`config.mk`:
```
export PLATFORM = sky130hd
export DESIGN_NAME = shreg_tx_sched
export DESIGN_NICKNAME = d
export VERILOG_FILES = /design/src/rtl/shreg_pkg.sv /design/src/rtl/shreg_core.sv /design/src/rtl/shreg_tx_sched.sv
export SDC_FILE = /design/constraint.sdc
export NUM_CORES = 1
export LEC_CHECK = 0
export CAP_MARGIN = 15
export CELL_PAD_IN_SITES_DETAIL_PLACEMENT = 1
export CELL_PAD_IN_SITES_GLOBAL_PLACEMENT = 2
export CORE_MARGIN = 2
export CORE_UTILIZATION = 32
export DETAILED_ROUTE_END_ITERATION = 6
export DONT_BUFFER_PORTS = 1
export PLACE_DENSITY = 0.74
export SLEW_MARGIN = 20
export SYNTH_ARGS = -nofsm -noshare
export SYNTH_HDL_FRONTEND = slang
export SYNTH_SLANG_ARGS = --single-unit
```
`constraint.sdc`:
```
create_clock -name clk -period 1.41 [get_ports clk]
set_clock_uncertainty 0.2 [all_clocks]
set_input_delay 0.282 -clock clk [delete_from_list [all_inputs] [get_ports clk]]
set_output_delay 0.282 -clock clk [all_outputs]
set_load 0.01 [all_outputs]
```
`src/rtl/shreg_pkg.sv`:
```
// Shared definitions for the shift-register transmit scheduler:
// register command encoding, scheduler state type and the arbitration rule.
package shreg_pkg;

    // Command driven into the shift register every cycle.
    localparam logic [1:0] SEL_IDLE = 2'b00;  // hold contents
    localparam logic [1:0] SEL_LOAD = 2'b01;  // parallel load
    localparam logic [1:0] SEL_SHR  = 2'b10;  // shift right, 0 into MSB
    localparam logic [1:0] SEL_CLR  = 2'b11;  // force to zero

    typedef enum logic [1:0] {
        IDLE  = 2'b00,
        LOAD  = 2'b01,
        SHIFT = 2'b10,
        CLEAR = 2'b11
    } tx_state_t;

    // Round-robin pick between two requesters: a lone requester wins,
    // under contention the one that was not granted last wins.
    function automatic logic rr_pick(input logic [1:0] req, input logic last_id);
        logic winner;
        winner = 1'b0;
        if (req == 2'b01) begin
            winner = 1'b0;
        end else if (req == 2'b10) begin
            winner = 1'b1;
        end else begin
            winner = ~last_id;
        end
        return winner;
    endfunction

endpackage

```
`src/rtl/shreg_core.sv`:
```
// WIDTH-bit shift register executing the sel command each cycle:
// hold, parallel load, shift right with zero fill, or clear.
module shreg_core
    import shreg_pkg::*;
#(
    parameter int WIDTH = 4
) (
    input  logic             clk,
    input  logic             rst_n,
    input  logic [1:0]       sel,
    input  logic [WIDTH-1:0] pdata,
    output logic             lsb
);

    logic [WIDTH-1:0] data;

    // Register update according to the command; reset empties the register.
    always_ff @(posedge clk or negedge rst_n) begin
        if (!rst_n) begin
            data <= '0;
        end else begin
            case (sel)
                SEL_LOAD: data <= pdata;
                SEL_SHR:  data <= {1'b0, data[WIDTH-1:1]};
                SEL_CLR:  data <= '0;
                default:  data <= data;
            endcase
        end
    end

    // Only the LSB leaves the register: it is the bit on the serial line.
    assign lsb = data[0];

endmodule

```
`src/rtl/shreg_tx_sched.sv`:
```
// Two-requester round-robin scheduler sharing one shift register for
// parallel-to-serial transmission.
// Serial handshake: a bit is transferred on every rising edge where
// ser_valid & ser_ready are both high; while ser_valid is high and ser_ready
// is low, ser_out and ser_last hold steady and the register does not move.
module shreg_tx_sched
    import shreg_pkg::*;
#(
    parameter int WIDTH    = 4,
    parameter bit CLEAR_EN = 1'b1
) (
    input  logic             clk,
    input  logic             rst_n,
    input  logic [1:0]       req,
    input  logic [WIDTH-1:0] pdata0,
    input  logic [WIDTH-1:0] pdata1,
    output logic [1:0]       grant,
    output logic             busy,
    output logic             ser_out,
    output logic             ser_valid,
    input  logic             ser_ready,
    output logic             ser_last,
    output logic             done,
    output logic             done_id,
    output logic [1:0]       sel
);

    localparam int CW = $clog2(WIDTH);
    localparam logic [CW-1:0] LAST_CNT = CW'(WIDTH - 1);

    tx_state_t        state;
    tx_state_t        state_nxt;
    logic [CW-1:0]    cnt;
    logic             last_id;
    logic             last_accept;
    logic             reg_lsb;
    logic [WIDTH-1:0] load_word;

    // Word of the granted requester feeds the parallel load.
    assign load_word = grant[1] ? pdata1 : pdata0;

    shreg_core #(
        .WIDTH(WIDTH)
    ) u_core (
        .clk   (clk),
        .rst_n (rst_n),
        .sel   (sel),
        .pdata (load_word),
        .lsb   (reg_lsb)
    );

    // Next state, register command and serial handshake outputs.
    always_comb begin
        state_nxt   = state;
        sel         = SEL_IDLE;
        ser_valid   = 1'b0;
        ser_last    = 1'b0;
        last_accept = 1'b0;
        case (state)
            IDLE: begin
                if (|req) begin
                    state_nxt = LOAD;
                end
            end
            LOAD: begin
                sel       = SEL_LOAD;
                state_nxt = SHIFT;
            end
            SHIFT: begin
                ser_valid = 1'b1;
                ser_last  = (cnt == LAST_CNT);
                if (ser_ready) begin
                    sel = SEL_SHR;
                    if (cnt == LAST_CNT) begin
                        last_accept = 1'b1;
                        state_nxt   = CLEAR_EN ? CLEAR : IDLE;
                    end
                end
            end
            CLEAR: begin
                sel       = SEL_CLR;
                state_nxt = IDLE;
            end
            default: begin
                state_nxt = IDLE;
            end
        endcase
    end

    // Serial line is forced low whenever no bit is being offered.
    assign ser_out = ser_valid & reg_lsb;
    assign busy    = (state != IDLE);

    // State register.
    always_ff @(posedge clk or negedge rst_n) begin
        if (!rst_n) begin
            state <= IDLE;
        end else begin
            state <= state_nxt;
        end
    end

    // Bit counter: cleared on load, advanced per accepted bit, never wraps.
    always_ff @(posedge clk or negedge rst_n) begin
        if (!rst_n) begin
            cnt <= '0;
        end else if (state == LOAD) begin
            cnt <= '0;
        end else if (state == SHIFT && ser_ready && cnt != LAST_CNT) begin
            cnt <= cnt + CW'(1);
        end
    end

    // Arbiter: grant registered on leaving IDLE, dropped as done pulses.
    // last_id resets to 1 so requester 0 wins the first contention.
    always_ff @(posedge clk or negedge rst_n) begin
        if (!rst_n) begin
            grant   <= 2'b00;
            last_id <= 1'b1;
        end else if (state == IDLE && |req) begin
            grant   <= rr_pick(req, last_id) ? 2'b10 : 2'b01;
            last_id <= rr_pick(req, last_id);
        end else if (last_accept) begin
            grant <= 2'b00;
        end
    end

    // Completion pulse one cycle after the last bit is accepted; id is held.
    always_ff @(posedge clk or negedge rst_n) begin
        if (!rst_n) begin
            done    <= 1'b0;
            done_id <= 1'b0;
        end else begin
            done <= last_accept;
            if (last_accept) begin
                done_id <= grant[1];
            end
        end
    end

endmodule

```
==> impl_metrics.csv <==
group,metric,value,unit
outcome,outcome,"finished, violations left",
outcome,violations_in_the_final_reports,"negative setup slack",
floorplanning,die_y,51.7,µm
synthesis,syn_area_per_cell,10.7,µm²
synthesis,yosysUniqueCellTypes,25,
synthesis,synth_async_reset_ratio,100,%
layout,regArea,330,µm²
worst_setup_path,worstSetupStartpointType,"register",
placement,detailed_place.area,866,µm²
worst_setup_path,critical_path.slowest_cell,"sky130_fd_sc_hd__dfrtp_2",
worst_setup_path,crit_fanout,6,
global_route,grt_pass1_wl,3030,µm
synthesis,synth_nets,86,
sta,finalCritPeriodShare,126,%
placement,detailedPlace.worstSlack,-0.226,ns
worst_setup_path,worst_ep_required_time,0.93,ns
clock_network,htree_levels,1,
route,via_density_per_instance,5.23,
sta,final_setup_violation_count,19,
clock_network,clkLatencyLatePin,0.28,ns
sta,post-route-min-period,1.77,ns
clock_network,cts_sinks,13,
floorplanning,initial_core_util,33.2,%
global_route,grt_max_degree,14,
synthesis,yosys_reg_bits,13,
sta,timing_max_transition_violations_final,0,
placement,gp_routability_congestion,0.710,
synthesis,synth_cells,68,
floorplanning,die-area,2670,µm²
floorplanning,io_pins,23,
worst_setup_path,timing.critical_path.to_type,"primary output",
synthesis,ys_top_cells_by_area,"sky130_fd_sc_hd__dfrtp_1, sky130_fd_sc_hd__ha_1, sky130_fd_sc_hd__mux2_2",
clock_network,cts_root_buf,"sky130_fd_sc_hd__clkbuf_4",
synthesis,synth_ff_type,"sky130_fd_sc_hd__dfrtp_1",
sta,fin_tns_setup,-4.34,ns
layout,final_layout_size_suffix_gt1_share,57.9,%
sta,fmaxAchievable,0.565,GHz
worst_setup_path,cpPeakStageDelay,0.46,ns
layout,layout.cells.non_filler,123,
sta,worst_slew_pin_slew,0.613,ns
worst_setup_path,crit_path_cell_trace,"inv_4 > ha_4 > buf_12 > and2_4",
clock_network,numCtsBuffers,3,
floorplanning,die_width,51.7,µm
placement,buffer_ports.inserted,0,
layout,layout.nets,114,
sta,post-route-worst-setup-slack,-0.360,ns
synthesis,synthTopCellsByCount,"sky130_fd_sc_hd__dfrtp_1, sky130_fd_sc_hd__ha_1, sky130_fd_sc_hd__nand2_1, sky130_fd_sc_hd__nor2_1, sky130_fd_sc_hd__o21ai_0",
worst_setup_path,critPathTopFamily,"flip-flops",
job,max_cap_viol_count,0,
power_and_ir_drop,leakage,0.487,nW
clock_network,clk_transition_reported_paths,0.08,ns
route,route.detailed.drc,0,
power_and_ir_drop,power_per_cell_area,2580,nW/µm²
layout,multi_input_area,492,µm²
synthesis,synth.yosys.seq_area_share,44.8,%
synthesis,number_of_enable_type_register_cells_in_the_synthesized_netlist,0,
floorplanning,num_rows,17,
sta,grt_setup_unrepaired,"yes",
worst_setup_path,crit_path_class,"register to primary output",
global_route,antenna_found_initial,0,
synthesis,synth_most_common_cell,"sky130_fd_sc_hd__dfrtp_1",
sta,finalHoldViolations,0,
route,antenna_left,0,
layout,n_antenna_cell,0,
worst_hold_path,hold_path.class,"input port to register",
synthesis,largest_area_contributor_in_the_synthesized_netlist,"sky130_fd_sc_hd__dfrtp_1",
layout,finish.instance_area,1130,µm²
layout,area.growth.synth_to_final,55.5,%
clock_network,cts_tree,"done",
synthesis,syn-cell-area,728,µm²
global_route,vias_in_the_first_global_route,641,
clock_network,clock_path_buffers,2,
global_route,groute.usage.overall,15.6,%
route,avgRoutedWirePerCell,15.3,µm
route,final_routed_wirelength_across_all_metal_layers,1880,µm
placement,hpwlAfterDp,1200,µm
route,drt-initial-drc-count,7,
global_route,grt_total_ovfl,0,
worst_setup_path,cp.arrival,1.29,ns
route,count_of_tritonroute_iterations_in_the_first_routing_pass,4,
floorplanning,core_area,2190,µm²
synthesis,synth_top_cell_area_share,41.2,%
sta,slew_headroom,59.0,%
route,vias,643,
placement,numPlacedInstances,104,
layout,layout.filler_cells,246,
sta,holdWs,0.0300,ns
worst_setup_path,cp.buffers_inverters,2,
power_and_ir_drop,maximum_vdd_drop,0.00116,V
synthesis,ys.warnings.count,0,
kinds of logic after synthesis:
| family | Yosys count | share of synthesized area, % |
|---|---|---|
| flops | 13 | 44.8 |
| simple gates | 17 | 11.9 |
| xor+xnor | 1 | 1.20 |
| compound gates | 19 | 18.7 |
| buf+inv | 6 | 4.29 |
| fa+ha+maj | 5 | 8.59 |
| mux | 7 | 10.5 |
routing by layer:
layer | global-route usage [%] | up-vias | part of all wire (%)
met4 | 3.95 | 0 | 0.64
met3 | 7.18 | 2 | 6.5
met2 | 26.1 | 20 | 53
met5 | 0 | - | 0
met1 | 18.1 | 319 | 40
li1 | - | 302 | -
where the power goes:
group | internal [W] | switching (W) | leakage [nW]
Sequential | 0.000561 | 0.000186 | 0.154
Combinational | 0.00107 | 0.000864 | 0.318
Clock | 0.000110 | 0.000124 | 0.0150
state kept, by name, summed over array words and instances (netlist names):
name         count
cnt              2
done             1
done_id          1
grant            2
last_id          1
state            2
u_core.data      4
path summary, 6_finish.rpt:
kind / start / to / slack [ns] / cells after the start
worst max-delay path: state[0] / ser_last / -0.36 / 4
worst min-delay path: ser_ready / grant[1] / 0.03 / 2
worst max register to register: state[0] / u_core.data[1] / -0.29 / 7
worst min register to register: last_id / last_id / 0.34 / 2
max in group asynchronous: rst_n / grant[1] / 0.33 / 1
min in group asynchronous: rst_n / u_core.data[1] / 0.25 / 1
area by class of cell:
type / instances / share of cell area [%]
Inverter: 4 / 1.77
Timing Repair Buffer: 25 / 20.2
Multi-Input combinational cell: 49 / 43.4
Sequential cell: 13 / 29.2
Tap cell: 28 / 3.09
Clock buffer: 4 / 2.32
metrics by stage:
stage / util (%) / power (W)
global placement: 39.5 / 0.00194
CTS: 46.7 / 0.00257
global route: 51.7 / 0.00314
floorplan: - / 0.00160
finish: 51.7 / 0.00292
detailed placement: 39.5 / 0.00200
layout by cell type, fill, tap and decap left out, types with 4 or more instances in the layout:
master | Yosys | layout
sky130_fd_sc_hd__a211oi_2 | 1 | 4
sky130_fd_sc_hd__buf_4 | 0 | 16
sky130_fd_sc_hd__dlygate4sd3_1 | 0 | 4
sky130_fd_sc_hd__nor2_4 | 0 | 4
sky130_fd_sc_hd__dfrtp_1 | 12 | 9
sky130_fd_sc_hd__nand2_1 | 5 | 5
sky130_fd_sc_hd__o21ai_0 | 5 | 4
repair_timing:
item,in CTS,in global routing
endpoints found under the hold margin,15,1
buffers inserted,6,5
gates cloned,0,0
pin swaps,4,6
gates resized for setup,16,15
hold buffers,3,1
endpoints found under the setup margin,20,20
Note: power is estimated with default switching activity, not from simulation.
